--- src/rtl/div_pkg.sv ---
// Shared types and defaults for the two-requester divider arbiter.
// Holds the FSM encoding, width defaults and requester-id type.
package div_pkg;

  localparam int DIV_DW = 16;
  localparam int DIV_BW = 8;

  typedef logic req_id_t;

  typedef enum logic [1:0] {
    ST_IDLE = 2'd0,
    ST_BUSY = 2'd1,
    ST_DONE = 2'd2
  } div_state_e;

endpackage

--- src/rtl/div_arbiter_if.sv ---
// Request/response bundle between requesters and the divider arbiter.
// master = requester/consumer side, slave = arbiter side.
interface div_arbiter_if #(
  parameter int DW = 16,
  parameter int BW = 8
);
  logic [1:0]      req_valid;
  logic [1:0]      req_ready;
  logic [2*DW-1:0] req_a;
  logic [2*BW-1:0] req_b;
  logic            resp_valid;
  logic            resp_ready;
  logic            resp_id;
  logic [DW-1:0]   resp_quot;
  logic [DW-1:0]   resp_rem;
  logic            resp_divz;

  modport master (
    output req_valid, req_a, req_b, resp_ready,
    input  req_ready, resp_valid, resp_id,
    input  resp_quot, resp_rem, resp_divz
  );

  modport slave (
    input  req_valid, req_a, req_b, resp_ready,
    output req_ready, resp_valid, resp_id,
    output resp_quot, resp_rem, resp_divz
  );
endinterface

--- src/rtl/div_iter_core.sv ---
// Iterative restoring divider, one quotient bit per cycle, MSB first.
// done is high in the last iteration cycle; quot/rem show that result.
module div_iter_core
  import div_pkg::*;
#(
  parameter int DW = DIV_DW,
  parameter int BW = DIV_BW
) (
  input  logic          clk,
  input  logic          rst_n,
  input  logic          start,
  input  logic [DW-1:0] a,
  input  logic [BW-1:0] b,
  output logic          busy,
  output logic          done,
  output logic [DW-1:0] quot,
  output logic [DW-1:0] rem
);
  localparam int CW = $clog2(DW + 1);

  logic [DW-1:0] sh_q;
  logic [BW-1:0] rem_q;
  logic [BW-1:0] b_q;
  logic [CW-1:0] cnt_q;
  logic          busy_q;

  logic [BW:0]   trial;
  logic          fit;
  logic [BW-1:0] rem_nxt;
  logic [DW-1:0] sh_nxt;

  // Partial remainder stays below b, so BW bits plus one shifted-in bit suffice.
  always_comb begin
    trial   = {rem_q, sh_q[DW-1]};
    fit     = trial >= {1'b0, b_q};
    rem_nxt = trial[BW-1:0];
    if (fit)
      rem_nxt = BW'(trial - {1'b0, b_q});
    sh_nxt  = {sh_q[DW-2:0], fit};
  end

  assign busy = busy_q;
  assign done = busy_q && (cnt_q == CW'(1));
  assign quot = sh_nxt;
  assign rem  = DW'(rem_nxt);

  always_ff @(posedge clk or negedge rst_n) begin
    if (!rst_n) begin
      sh_q   <= '0;
      rem_q  <= '0;
      b_q    <= '0;
      cnt_q  <= '0;
      busy_q <= 1'b0;
    end else if (start) begin
      sh_q   <= a;
      rem_q  <= '0;
      b_q    <= b;
      cnt_q  <= CW'(DW);
      busy_q <= 1'b1;
    end else if (busy_q) begin
      sh_q   <= sh_nxt;
      rem_q  <= rem_nxt;
      cnt_q  <= cnt_q - CW'(1);
      if (cnt_q == CW'(1))
        busy_q <= 1'b0;
    end
  end

endmodule

--- src/rtl/div_arbiter.sv ---
// Two-requester arbiter sharing one iterative divider.
// Define DIV_ARB_RR_EN for round-robin; default is fixed priority (req 0 wins).
module div_arbiter
  import div_pkg::*;
#(
  parameter int DW = DIV_DW,
  parameter int BW = DIV_BW
) (
  input logic         clk,
  input logic         rst_n,
  div_arbiter_if.slave bus
);
  div_state_e    state_q;
  div_state_e    state_d;
  req_id_t       gnt;
  req_id_t       id_q;
  logic          any_req;
  logic          accept;
  logic          start;
  logic          b_zero;
  logic [1:0]    ready;
  logic [DW-1:0] sel_a;
  logic [BW-1:0] sel_b;

  logic          core_busy;
  logic          core_done;
  logic [DW-1:0] core_quot;
  logic [DW-1:0] core_rem;

  logic          valid_q;
  logic          divz_q;
  logic [DW-1:0] quot_q;
  logic [DW-1:0] rem_q;

  assign any_req = |bus.req_valid;

`ifdef DIV_ARB_RR_EN
  req_id_t rr_q;

  assign gnt = bus.req_valid[rr_q] ? rr_q : ~rr_q;

  always_ff @(posedge clk or negedge rst_n) begin
    if (!rst_n)
      rr_q <= 1'b0;
    else if (accept)
      rr_q <= ~gnt;
  end
`else
  assign gnt = ~bus.req_valid[0];
`endif

  assign sel_a  = gnt ? bus.req_a[DW +: DW] : bus.req_a[0 +: DW];
  assign sel_b  = gnt ? bus.req_b[BW +: BW] : bus.req_b[0 +: BW];
  assign b_zero = (sel_b == '0);
  assign accept = |(bus.req_valid & ready);

  always_ff @(posedge clk or negedge rst_n) begin
    if (!rst_n)
      state_q <= ST_IDLE;
    else
      state_q <= state_d;
  end

  always_comb begin
    state_d = state_q;
    ready   = '0;
    start   = 1'b0;
    unique case (state_q)
      ST_IDLE: begin
        if (any_req && !core_busy) begin
          ready[gnt] = 1'b1;
          start      = !b_zero;
          state_d    = b_zero ? ST_DONE : ST_BUSY;
        end
      end
      ST_BUSY: if (core_done) state_d = ST_DONE;
      ST_DONE: if (bus.resp_ready) state_d = ST_IDLE;
      default: state_d = ST_IDLE;
    endcase
  end

  // Response registers only move on accept, divider finish or handshake.
  always_ff @(posedge clk or negedge rst_n) begin
    if (!rst_n) begin
      id_q    <= 1'b0;
      valid_q <= 1'b0;
      divz_q  <= 1'b0;
      quot_q  <= '0;
      rem_q   <= '0;
    end else begin
      if (accept) begin
        id_q <= gnt;
        if (b_zero) begin
          valid_q <= 1'b1;
          divz_q  <= 1'b1;
          quot_q  <= '0;
          rem_q   <= sel_a;
        end
      end
      if (state_q == ST_BUSY && core_done) begin
        valid_q <= 1'b1;
        divz_q  <= 1'b0;
        quot_q  <= core_quot;
        rem_q   <= core_rem;
      end
      if (state_q == ST_DONE && bus.resp_ready)
        valid_q <= 1'b0;
    end
  end

  assign bus.req_ready  = ready;
  assign bus.resp_valid = valid_q;
  assign bus.resp_id    = id_q;
  assign bus.resp_quot  = quot_q;
  assign bus.resp_rem   = rem_q;
  assign bus.resp_divz  = divz_q;

  div_iter_core #(
    .DW (DW),
    .BW (BW)
  ) u_core (
    .clk   (clk),
    .rst_n (rst_n),
    .start (start),
    .a     (sel_a),
    .b     (sel_b),
    .busy  (core_busy),
    .done  (core_done),
    .quot  (core_quot),
    .rem   (core_rem)
  );

endmodule

--- src/flat_wrapper.sv ---
// flat-port wrapper written by rule: the top's interface ports become plain ports
module div_arbiter_flat import div_pkg::*;
#(
  parameter int DW = DIV_DW,
  parameter int BW = DIV_BW
)
  (clk, rst_n, bus_req_valid, bus_req_a, bus_req_b, bus_resp_ready, bus_req_ready, bus_resp_valid, bus_resp_id, bus_resp_quot, bus_resp_rem, bus_resp_divz);
  div_arbiter_if #(.DW(DW), .BW(BW)) bus_i ();
  input logic clk;
  input logic rst_n;
  input wire logic [$bits(bus_i.req_valid)-1:0] bus_req_valid;
  input wire logic [$bits(bus_i.req_a)-1:0] bus_req_a;
  input wire logic [$bits(bus_i.req_b)-1:0] bus_req_b;
  input wire logic [$bits(bus_i.resp_ready)-1:0] bus_resp_ready;
  output wire logic [$bits(bus_i.req_ready)-1:0] bus_req_ready;
  output wire logic [$bits(bus_i.resp_valid)-1:0] bus_resp_valid;
  output wire logic [$bits(bus_i.resp_id)-1:0] bus_resp_id;
  output wire logic [$bits(bus_i.resp_quot)-1:0] bus_resp_quot;
  output wire logic [$bits(bus_i.resp_rem)-1:0] bus_resp_rem;
  output wire logic [$bits(bus_i.resp_divz)-1:0] bus_resp_divz;
  assign bus_i.req_valid = bus_req_valid;
  assign bus_i.req_a = bus_req_a;
  assign bus_i.req_b = bus_req_b;
  assign bus_i.resp_ready = bus_resp_ready;
  assign bus_req_ready = bus_i.req_ready;
  assign bus_resp_valid = bus_i.resp_valid;
  assign bus_resp_id = bus_i.resp_id;
  assign bus_resp_quot = bus_i.resp_quot;
  assign bus_resp_rem = bus_i.resp_rem;
  assign bus_resp_divz = bus_i.resp_divz;
  div_arbiter #(.DW(DW), .BW(BW)) u_core (.clk(clk), .rst_n(rst_n), .bus(bus_i));
endmodule
--- config.mk ---
export PLATFORM = sky130hd
export DESIGN_NAME = div_arbiter_flat
export DESIGN_NICKNAME = d
export VERILOG_FILES = /design/src/rtl/div_pkg.sv /design/src/rtl/div_arbiter_if.sv /design/src/rtl/div_iter_core.sv /design/src/rtl/div_arbiter.sv /design/src/flat_wrapper.sv
export SDC_FILE = /design/constraint.sdc
export NUM_CORES = 1
export LEC_CHECK = 0
export ABC_AREA = 1
export CAP_MARGIN = 20
export CORE_MARGIN = 2
export CORE_UTILIZATION = 55
export CTS_CLUSTER_DIAMETER = 50
export DETAILED_ROUTE_END_ITERATION = 12
export HOLD_SLACK_MARGIN = 0.08
export PLACE_DENSITY = 0.95
export SKIP_LAST_GASP = 1
export SYNTH_ARGS = -nofsm -noshare
export SYNTH_HDL_FRONTEND = slang
export SYNTH_SLANG_ARGS = --single-unit
--- constraint.sdc ---
create_clock -name clk -period 4.45 [get_ports clk]
set_input_delay 0.89 -clock clk [delete_from_list [all_inputs] [get_ports clk]]
set_output_delay 0.89 -clock clk [all_outputs]
set_load 0.005 [all_outputs]
==> impl_metrics.sql, run 1 <==
INSERT INTO impl_metrics (metric_group, metric, value, unit) VALUES
('setup_path', 'endpoint_kind', 'output pin', ''),
('logic_synthesis', 'post_synth.cell_area_avg', '7.669', 'µm²'),
('placed_design', 'post-place-ws', '1.004', 'ns'),
('logic_synthesis', 'ys_async_sr_fraction', '100.0', '%'),
('layout', 'finish.net_count', '697', ''),
('power', 'ir_worst_vdd', '0.3093', 'mV'),
('logic_synthesis', 'synth_largest_area_cell', 'dfrtp_1', ''),
('floorplan', 'die_width', '91.57', 'µm'),
('sta', 'finalHoldViolations', '0', ''),
('layout', 'post_route_cells_drive_above_1_share', '8.006', '%'),
('sta', 'timing.clock.skew', '0.01140', 'ns'),
('floorplan', 'rows', '31', ''),
('worst_hold_path', 'min-delay-path-class', 'reg2reg', ''),
('floorplan', 'design.portCount', '90', ''),
('logic_synthesis', 'netlist_top_cells_area', 'dfrtp_1 44%, nand2_1 17%, nand3_1 9.5%', ''),
('logic_synthesis', 'synth.lib_cells_used.distinct', '36', ''),
('clock_tree', 'cts_setup_buffers', '0', ''),
('setup_path', 'critPathKind', 'reg2out', ''),
('placed_design', 'hpwlAfterDp', '7798', 'µm'),
('clock_tree', 'htree_num_levels', '3', ''),
('floorplan', 'initial_core_utilization', '57.54', '%'),
('sta', 'rsz0062_at_grt', 'no', ''),
('setup_path', 'worstPathMaxFanout', '40', ''),
('detailed_routing', 'wire_per_inst', '15.46', 'µm'),
('outcome', 'status', 'complete, no violations', ''),
('sta', 'setup_violations', '0', ''),
('placed_design', 'routabilityCongestion', '0.8573', ''),
('setup_path', 'cp_num_buf_inv', '3', ''),
('setup_path', 'cp_common_cell', 'inv_2', ''),
('layout', 'finalNonFillerCells', '736', ''),
('logic_synthesis', 'ys_seq_area_share', '44.50', '%'),
('sta', 'max_freq', '0.2760', 'GHz'),
('sta', 'period_share', '81.43', '%'),
('global_routing', 'globalRouteTotalUtil', '28.46', '%'),
('floorplan', 'floorplan.die.height', '91.57', 'µm'),
('placed_design', 'placed_cells', '720', ''),
('layout', 'area_of_the_multi_input_gates', '1907', 'µm²'),
('sta', 'fin_ws', '0.8264', 'ns'),
('global_routing', 'first_global_vias', '4002', ''),
('layout', 'syn2layout_area_growth', '25.78', '%'),
('global_routing', 'maximum_number_of_pins_on_one_net_before_global_route_repair', '76', ''),
('floorplan', 'core_area', '7331', 'µm²'),
('clock_tree', 'cts_made_buffers', '9', ''),
('detailed_routing', 'route.vias.total', '4019', ''),
('detailed_routing', 'viasPerCell', '5.461', ''),
('placed_design', 'buffer_ports.inserted', '89', ''),
('setup_path', 'critPathLaunchType', 'flip-flop', ''),
('floorplan', 'area_enclosed_by_the_die_boundary', '8385', 'µm²'),
('detailed_routing', 'wirelength', '11380', 'µm'),
('power', 'powerDensity', '669.2', 'nW/µm²'),
('sta', 'timing.slew.headroom', '38.53', '%'),
('global_routing', 'grt-ovfl-total', '0', ''),
('clock_tree', 'clock-sinks', '75', ''),
('logic_synthesis', 'post-synth-top-area-fraction', '44.50', '%'),
('clock_tree', 'clock_insertion_delay_worst_skew', '0.37', 'ns'),
('global_routing', 'antenna_found_initial', '0', ''),
('setup_path', 'cp_slowest_stage_delay', '0.64', 'ns'),
('sta', 'fin_crit', '3.624', 'ns'),
('detailed_routing', 'detail-route-antenna-nets', '0', ''),
('clock_tree', 'cts-root-to-sink-buffers', '2', ''),
('logic_synthesis', 'synth.net_count', '614', ''),
('setup_path', 'path_delay_family', 'buffers and inverters', ''),
('sta', 'worstMarginPinSlew', '0.9220', 'ns'),
('logic_synthesis', 'netlist_instances', '550', ''),
('clock_tree', 'holdBufCountCts', '0', ''),
('logic_synthesis', 'synthesis_stage_register_bit_count', '75', ''),
('layout', 'regArea', '1877', 'µm²'),
('detailed_routing', 'first_pass_iters', '5', ''),
('layout', 'filler_cell_count', '503', ''),
('clock_tree', 'tritoncts_clock_tree', 'yes', ''),
('clock_tree', 'cts.repair.resized', '0', '');
-- sequential cells by signal, summed over array words and instances (netlist names), 2 cells and up --
signal                flops
u_core.u_core.sh_q       16
u_core.state_q            2
u_core.u_core.rem_q       8
u_core.bus.resp_rem      16
u_core.u_core.cnt_q       5
u_core.u_core.b_q         8
u_core.bus.resp_quot     16
-- path summary, 6_finish.rpt --
path | from | endpoint | slack, ns | cells past startpoint
worst min register to register | u_core.bus.resp_rem[11]$_DFFE_PN0P_ | u_core.bus.resp_rem[11]$_DFFE_PN0P_ | 0.48 | 2
max in group asynchronous | rst_n | u_core.u_core.sh_q[2]$_DFFE_PN0P_ | 3.19 | 1
min in group asynchronous | rst_n | u_core.u_core.b_q[0]$_DFFE_PN0N_ | 0.66 | 1
worst max-delay path | u_core.u_core.busy$_DFF_PN0_ | bus_req_ready[1] | 0.83 | 6
worst min-delay path | u_core.bus.resp_rem[11]$_DFFE_PN0P_ | u_core.bus.resp_rem[11]$_DFFE_PN0P_ | 0.48 | 2
worst max register to register | u_core.u_core.busy$_DFF_PN0_ | u_core.bus.resp_quot[12]$_DFFE_PN0P_ | 1.73 | 9
-- stage by stage --
step / hold WS, ns / power, mW / utilization (%) / cell area (µm²)
3_5_place_dp: 0.4651 / 2.957 / 69.45 / 5091
6_report: 0.4847 / 3.550 / 72.37 / 5305
3_3_place_gp: 0.4581 / 2.864 / 69.45 / 5091
2_1_floorplan: 0.4530 / 2.371 / - / 4218
4_1_cts: 0.4856 / 3.520 / 72.16 / 5290
5_1_grt: 0.4951 / 3.844 / 72.37 / 5305
-- layout make-up --
| class | instances | area share (%) |
|---|---|---|
| inverter | 72 | 5.142 |
| sequential | 75 | 35.38 |
| timing repair buffer | 93 | 17.45 |
| tap | 99 | 2.335 |
| clock buffer | 10 | 2.594 |
| clock inverter | 5 | 1.156 |
| multi-input combinational | 382 | 35.94 |
-- placed cells by master (no fill, tap or decap), types with 13 or more instances in the layout --
master / netlist / layout
nor2_1: 13 / 13
clkdlybuf4s50_1: 0 / 88
o21ai_0: 16 / 16
nand2_1: 192 / 192
o21ai_1: 13 / 13
nand2_2: 15 / 15
o211ai_1: 14 / 14
nand3_1: 80 / 80
dfrtp_1: 75 / 75
inv_1: 67 / 67
-- worst min-delay path, stage by stage, from the launching register on --
cell and delay [ns]:
dfrtp_1 0.35, nand2_1 0.05, nand2_1 0.05
-- logic make-up (layout without fill, tap and decap cells) --
family,count (synthesis),after routing,share of synthesized area (%)
AOI/OAI and AO/OA,51,51,7.209
xor gates and xnor gates,5,5,1.038
adders and majority gates,11,11,3.441
buffers and inverters,93,180,10.29
DFF,75,75,44.50
and+or+nand+nor,315,315,33.52
-- power by group --
group          switching (mW)  internal [mW]
logic                    1.05          0.762
clock network           0.270          0.275
registers               0.220          0.976
total                    1.54           2.01
-- layer usage --
| layer | GRT usage (%) | vias to the layer above | wire (µm) |
|---|---|---|---|
| met5 | 0 | - | 0 |
| met3 | 6.224 | 43 | 897 |
| met1 | 35.96 | 1871 | 4581 |
| met4 | 12.75 | 0 | 393 |
| met2 | 46.81 | 200 | 5505 |
| li1 | - | 1905 | - |
(Power assumes the default switching activity.)
==> run 2: changes to the inputs <==
CORE_UTILIZATION = 51   (was 55)
PLACE_DENSITY = 0.91   (was 0.95)
clock period = 3.6 ns   (was 4.45 ns; I/O delays follow)
==> run 2 against run 1 <==
  * Largest power group unchanged
  * Critical path type is now in2out
  * Largest cell class unchanged
  * First-iteration DRC count is 21% higher
  * Final cell count grew 1.2%
  * Combinational power up 24%
==> impl_metrics.sql, run 2 (same netlist as run 1, synthesis figures left out) <==
INSERT INTO impl_metrics (metric_group, metric, value, unit) VALUES
('setup_path', 'crit_required', '2.88', 'ns'),
('detailed_routing', 'residual_drc', '0', ''),
('setup_path', 'r2r.worst_path.cells', '11', ''),
('setup_path', 'critPathKind', 'in2out', ''),
('clock_tree', 'cts_setup_buffers', '0', ''),
('sta', 'final_max_slew_viol_count', '0', ''),
('global_routing', 'grt-ovfl-total', '0', ''),
('placed_design', 'buffer_ports.inserted', '89', ''),
('global_routing', 'maximum_number_of_pins_on_one_net_before_global_route_repair', '76', ''),
('detailed_routing', 'first_pass_iters', '5', ''),
('detailed_routing', 'viasPerCell', '5.486', ''),
('global_routing', 'antenna_found_initial', '0', ''),
('setup_path', 'cp_data_arrival_time', '2.22', 'ns'),
('layout', 'number_of_antenna_cells_inserted', '0', ''),
('detailed_routing', 'detail-route-antenna-nets', '0', ''),
('clock_tree', 'cts-root-to-sink-buffers', '2', ''),
('detailed_routing', 'wirelength', '10980', 'µm'),
('clock_tree', 'clock_insertion_delay_worst_skew', '0.36', 'ns'),
('clock_tree', 'cts.repair.resized', '0', ''),
('layout', 'post_route_cells_drive_above_1_share', '8.438', '%'),
('sta', 'worstMarginPinSlew', '0.9374', 'ns'),
('sta', 'timing.slew.headroom', '37.51', '%'),
('setup_path', 'crit_slowest_cell', 'clkdlybuf4s50_1', ''),
('clock_tree', 'cts-root-buf', 'clkbuf_8', ''),
('floorplan', 'area_enclosed_by_the_die_boundary', '9014', 'µm²'),
('setup_path', 'path_delay_family', 'buffers and inverters', ''),
('power', 'total_power', '4.521', 'mW'),
('setup_path', 'critical_path.cell_chain', 'clkdlybuf4s50_1, o21ai_1, nor2_4, inv_2, nor2_1, clkdlybuf4s50_1', ''),
('floorplan', 'die_width', '94.94', 'µm'),
('sta', 'rsz0062_at_grt', 'no', ''),
('setup_path', 'critPathLaunchType', 'input pin', ''),
('setup_path', 'cp_num_buf_inv', '3', ''),
('clock_tree', 'htree_num_levels', '3', ''),
('layout', 'final_cell_mix', '192 x nand2_1, 88 x clkdlybuf4s50_1, 80 x nand3_1', ''),
('clock_tree', 'clkTransAtPathRegs', '0.09', 'ns'),
('setup_path', 'timing.critical_path.depth', '6', ''),
('placed_design', 'post-place-ws', '0.6561', 'ns'),
('detailed_routing', 'drtIter0Drc', '439', ''),
('floorplan', 'initial_core_utilization', '51.85', '%'),
('sta', 'period_share', '81.75', '%'),
('worst_hold_path', 'holdPathStages', '2', ''),
('placed_design', 'hpwlAfterDp', '7576', 'µm'),
('setup_path', 'worstPathMaxFanout', '4', ''),
('sta', 'setup_violations', '0', ''),
('sta', 'timing.setup.tns', '0', 'ns'),
('layout', 'finish.net_count', '699', ''),
('sta', 'timing.clock.skew', '0.01139', 'ns'),
('floorplan', 'rows', '33', ''),
('clock_tree', 'holdBufCountCts', '0', ''),
('clock_tree', 'cts_made_buffers', '9', ''),
('sta', 'fin_crit', '2.943', 'ns'),
('detailed_routing', 'route.vias.total', '4087', ''),
('power', 'powerDensity', '842.4', 'nW/µm²'),
('layout', 'syn2layout_area_growth', '27.23', '%'),
('setup_path', 'cp_common_cell', 'clkdlybuf4s50_1', ''),
('flow_run', 'drv_cap', '0', ''),
('sta', 'fin_ws', '0.6569', 'ns'),
('clock_tree', 'tritoncts_clock_tree', 'yes', ''),
('outcome', 'status', 'complete, no violations', ''),
('floorplan', 'core_area', '8134', 'µm²'),
('worst_hold_path', 'min-delay-path-class', 'reg2reg', ''),
('global_routing', 'grt_first_pass_wirelength', '18130', 'µm'),
('floorplan', 'design.portCount', '90', ''),
('floorplan', 'floorplan.die.height', '94.94', 'µm'),
('power', 'static-leakage-power', '2.718', 'nW'),
('clock_tree', 'clock-sinks', '75', ''),
('placed_design', 'routabilityCongestion', '0.8928', ''),
('setup_path', 'cp_slowest_stage_delay', '0.56', 'ns'),
('global_routing', 'first_global_vias', '3897', ''),
('global_routing', 'globalRouteTotalUtil', '25.96', '%'),
('layout', 'filler_cell_count', '619', ''),
('sta', 'max_freq', '0.3398', 'GHz'),
('sta', 'hold-worst-slack', '0.4772', 'ns'),
('sta', 'finalHoldViolations', '0', ''),
('layout', 'post-route-util', '65.97', '%'),
('detailed_routing', 'wire_per_inst', '14.74', 'µm'),
('power', 'ir_worst_vdd', '0.3445', 'mV'),
('setup_path', 'endpoint_kind', 'output pin', ''),
('layout', 'final_common_cell', 'nand2_1', '');
-- run 2: cell count changes in the layout (fill, tap and decap cells not counted), sizes merged --
cell / previous run / this run
buf: 5 / 7
bufinv: 1 / 3
clkbuf: 10 / 9
clkinv: 3 / 2
inv: 73 / 74
-- run 2: path summary, 6_finish.rpt --
check	startpoint	slack (ns)	to
max	bus_req_valid[0]	0.66	bus_req_ready[1]
min	u_core.bus.resp_rem[11]$_DFFE_PN0P_	0.48	u_core.bus.resp_rem[11]$_DFFE_PN0P_
max reg2reg	u_core.u_core.rem_q[5]$_DFFE_PN0P_	1.30	u_core.u_core.rem_q[6]$_DFFE_PN0P_
min reg2reg	u_core.bus.resp_rem[11]$_DFFE_PN0P_	0.48	u_core.bus.resp_rem[11]$_DFFE_PN0P_
max in group asynchronous	rst_n	2.49	u_core.u_core.b_q[7]$_DFFE_PN0N_
min in group asynchronous	rst_n	0.49	u_core.bus.resp_quot[6]$_DFFE_PN0P_
-- run 2: worst reg2reg max path: stages, from the launching register on --
cell and delay [ns]:
dfrtp_1 0.43, ha_1 0.37, nand2_1 0.09, nand2_1 0.07, nand2_1 0.06, nand2_1 0.06
nor2_2 0.37, nand2_1 0.35, nand2_1 0.17, nand2_1 0.09, nand2_1 0.08, nand2_1 0.07
-- run 2: metrics by stage --
step,cells,area [µm²]
finish,745,5366
global route,745,5366
CTS,745,5366
detailed placement,729,5121
global placement,729,5121
floorplan,550,4218
-- run 2: metal layers --
metal | track usage, % | wire length, µm | vias to the layer above
met5 | 0 | 0 | -
met1 | 34.69 | 4572 | 1927
met4 | 10.02 | 278 | 0
met2 | 42.26 | 5339 | 215
met3 | 4.469 | 792 | 31
li1 | - | - | 1914
-- run 2: where the power goes --
group / internal [mW] / leakage (nW) / switching (mW)
clock: 0.467 / 0.125 / 0.340
combinational: 0.951 / 1.72 / 1.29
sequential: 1.21 / 0.877 / 0.267
total: 2.62 / 2.72 / 1.90
-- run 2: layout make-up --
class	count	area, µm²	share of cell area [%]
clock buffer	9	123.9	2.308
clock inverter	7	121.4	2.262
inverter	72	272.8	5.083
multi-input combinational	382	1907	35.53
sequential	75	1877	34.97
tap	105	131.4	2.448
timing repair buffer	95	933.4	17.39
==> run 3: changes to the inputs <==
CORE_UTILIZATION = 46   (was 51)
PLACE_DENSITY = 0.87   (was 0.91)
clock period = 2.7 ns   (was 3.6 ns; I/O delays follow)
==> run 3 against run 2 <==
  * Wire length rose by 1.6%
  * Global-route usage is 2.3 points lower
  * Final cell count increased by 1.3%
  * Core utilization shrank 4.3 points
  * Clock power is 24% higher
  * Power up 33%
  * Sequential share of layout area is 0.40 points lower
==> impl_metrics.sql, run 3 (same netlist as run 1, synthesis figures left out) <==
INSERT INTO impl_metrics (metric_group, metric, value, unit) VALUES
('outcome', 'status', 'complete, no violations', ''),
('placed_design', 'buffer_ports.inserted', '89', ''),
('layout', 'syn2layout_area_growth', '28.72', '%'),
('layout', 'number_of_antenna_cells_inserted', '0', ''),
('setup_path', 'rr_startpoint', 'u_core.u_core.rem_q[1]$_DFFE_PN0P_', ''),
('sta', 'fin_crit', '2.596', 'ns'),
('floorplan', 'die_width', '99.76', 'µm'),
('floorplan', 'rows', '34', ''),
('floorplan', 'design.portCount', '90', ''),
('layout', 'final_common_cell', 'nand2_1', ''),
('power', 'ir_worst_vdd', '0.6111', 'mV'),
('sta', 'rsz0062_at_grt', 'no', ''),
('global_routing', 'globalRouteTotalUtil', '23.61', '%'),
('detailed_routing', 'viasPerCell', '5.336', ''),
('clock_tree', 'cts-root-to-sink-buffers', '2', ''),
('detailed_routing', 'wire_per_inst', '14.78', 'µm'),
('floorplan', 'initial_core_utilization', '47.90', '%'),
('floorplan', 'floorplan.die.height', '99.76', 'µm'),
('clock_tree', 'cts.repair.resized', '0', ''),
('clock_tree', 'cts_made_buffers', '9', ''),
('sta', 'period_share', '96.15', '%'),
('clock_tree', 'cts_setup_buffers', '0', ''),
('global_routing', 'first_global_vias', '3848', ''),
('power', 'static-leakage-power', '2.745', 'nW'),
('setup_path', 'cp_data_arrival_time', '2.06', 'ns'),
('detailed_routing', 'route.vias.total', '4029', ''),
('clock_tree', 'holdBufCountCts', '0', ''),
('global_routing', 'antenna_found_initial', '0', ''),
('clock_tree', 'clock-sinks', '75', ''),
('setup_path', 'crit_required', '2.16', 'ns'),
('placed_design', 'post-place-ws', '0.1213', 'ns'),
('setup_path', 'r2r.worst_path.cells', '10', ''),
('detailed_routing', 'residual_drc', '0', ''),
('sta', 'fin_ws', '0.1040', 'ns'),
('global_routing', 'maximum_number_of_pins_on_one_net_before_global_route_repair', '76', ''),
('clock_tree', 'htree_num_levels', '3', ''),
('setup_path', 'critical_path.reg2reg.endpoint', 'u_core.bus.resp_rem[2]$_DFFE_PN0P_', ''),
('sta', 'hold-worst-slack', '0.3142', 'ns'),
('sta', 'max_freq', '0.3852', 'GHz'),
('layout', 'finish.net_count', '706', ''),
('detailed_routing', 'wirelength', '11160', 'µm'),
('clock_tree', 'cts-root-buf', 'clkbuf_8', ''),
('clock_tree', 'clock_insertion_delay_worst_skew', '0.35', 'ns'),
('global_routing', 'grt_first_pass_wirelength', '18650', 'µm'),
('clock_tree', 'clkTransAtPathRegs', '0.09', 'ns'),
('clock_tree', 'tritoncts_clock_tree', 'yes', ''),
('sta', 'timing.setup.tns', '0', 'ns'),
('worst_hold_path', 'min-delay-path-class', 'in2async', ''),
('sta', 'timing.slew.headroom', '38.52', '%'),
('detailed_routing', 'drtIter0Drc', '315', ''),
('sta', 'final_max_slew_viol_count', '0', ''),
('sta', 'timing.clock.skew', '0.01046', 'ns'),
('layout', 'post_route_cells_drive_above_1_share', '9.274', '%'),
('sta', 'finalHoldViolations', '0', ''),
('detailed_routing', 'detail-route-antenna-nets', '0', ''),
('setup_path', 'critPathKind', 'in2out', ''),
('setup_path', 'worstPathMaxFanout', '5', ''),
('floorplan', 'core_area', '8806', 'µm²'),
('detailed_routing', 'first_pass_iters', '6', ''),
('placed_design', 'hpwlAfterDp', '8001', 'µm'),
('global_routing', 'grt-ovfl-total', '0', ''),
('setup_path', 'endpoint_kind', 'output pin', ''),
('sta', 'worstMarginPinSlew', '0.9222', 'ns'),
('layout', 'final_cell_mix', '192 x nand2_1, 88 x clkdlybuf4s50_1, 80 x nand3_1', ''),
('sta', 'setup_violations', '0', ''),
('flow_run', 'drv_cap', '0', ''),
('placed_design', 'routabilityCongestion', '0.9604', ''),
('setup_path', 'timing.reg2reg.setup_slack', '0.44', 'ns'),
('setup_path', 'critPathLaunchType', 'input pin', ''),
('floorplan', 'area_enclosed_by_the_die_boundary', '9951', 'µm²'),
('power', 'powerDensity', '1104', 'nW/µm²');
==> run 3: where the power goes <==
group          internal, mW  switching [mW]  total [mW]
logic                  1.31            1.76        3.06
clock network         0.551           0.446       0.997
registers              1.61           0.326        1.93
total                  3.47            2.53        6.00
==> run 3: area by class of cell <==
cell class	instances	area, µm²
timing repair buffer	102	1011
multi-input combinational	382	1907
clock inverter	5	85.08
sequential	75	1877
inverter	72	272.8
fill	689	3377
clock buffer	11	141.4
tap	108	135.1
==> run 3: routing by layer <==
layer | track usage, % | vias up | wire (µm)
li1 | - | 1930 | -
met5 | 0 | - | 0
met1 | 30.94 | 1893 | 4639
met2 | 39.55 | 184 | 5559
met4 | 7.271 | 0 | 205
met3 | 4.849 | 22 | 757
==> run 3: how the worst max path moves through the flow <==
stage / endpoint / cells past startpoint / start
final: bus_req_ready[0] / 4 / bus_req_valid[0]
after global routing: bus_req_ready[0] / 4 / bus_req_valid[0]
after CTS: bus_req_ready[0] / 4 / bus_req_valid[0]
after detailed placement: bus_req_ready[0] / 4 / bus_req_valid[0]
after global placement: bus_req_ready[1] / 6 / bus_req_valid[0]
after floorplan: bus_req_ready[1] / 5 / bus_req_valid[0]
==> run 3: critical path: stages <==
cell	delay (ns)
clkdlybuf4s50_1	0.57
inv_2	0.12
nor3_1	0.27
clkdlybuf4s50_1	0.56
==> run 3: through the flow <==
step                      util (%)  area (µm²)  total power [mW]  std cells
final                        61.65        5429             5.996        755
after global routing         61.65        5429             6.514        755
after CTS                    61.65        5429             5.966        755
after detailed placement     59.08        5202             4.940        739
after global placement       59.08        5202             4.792        739
after floorplan                  -        4218             3.908        550
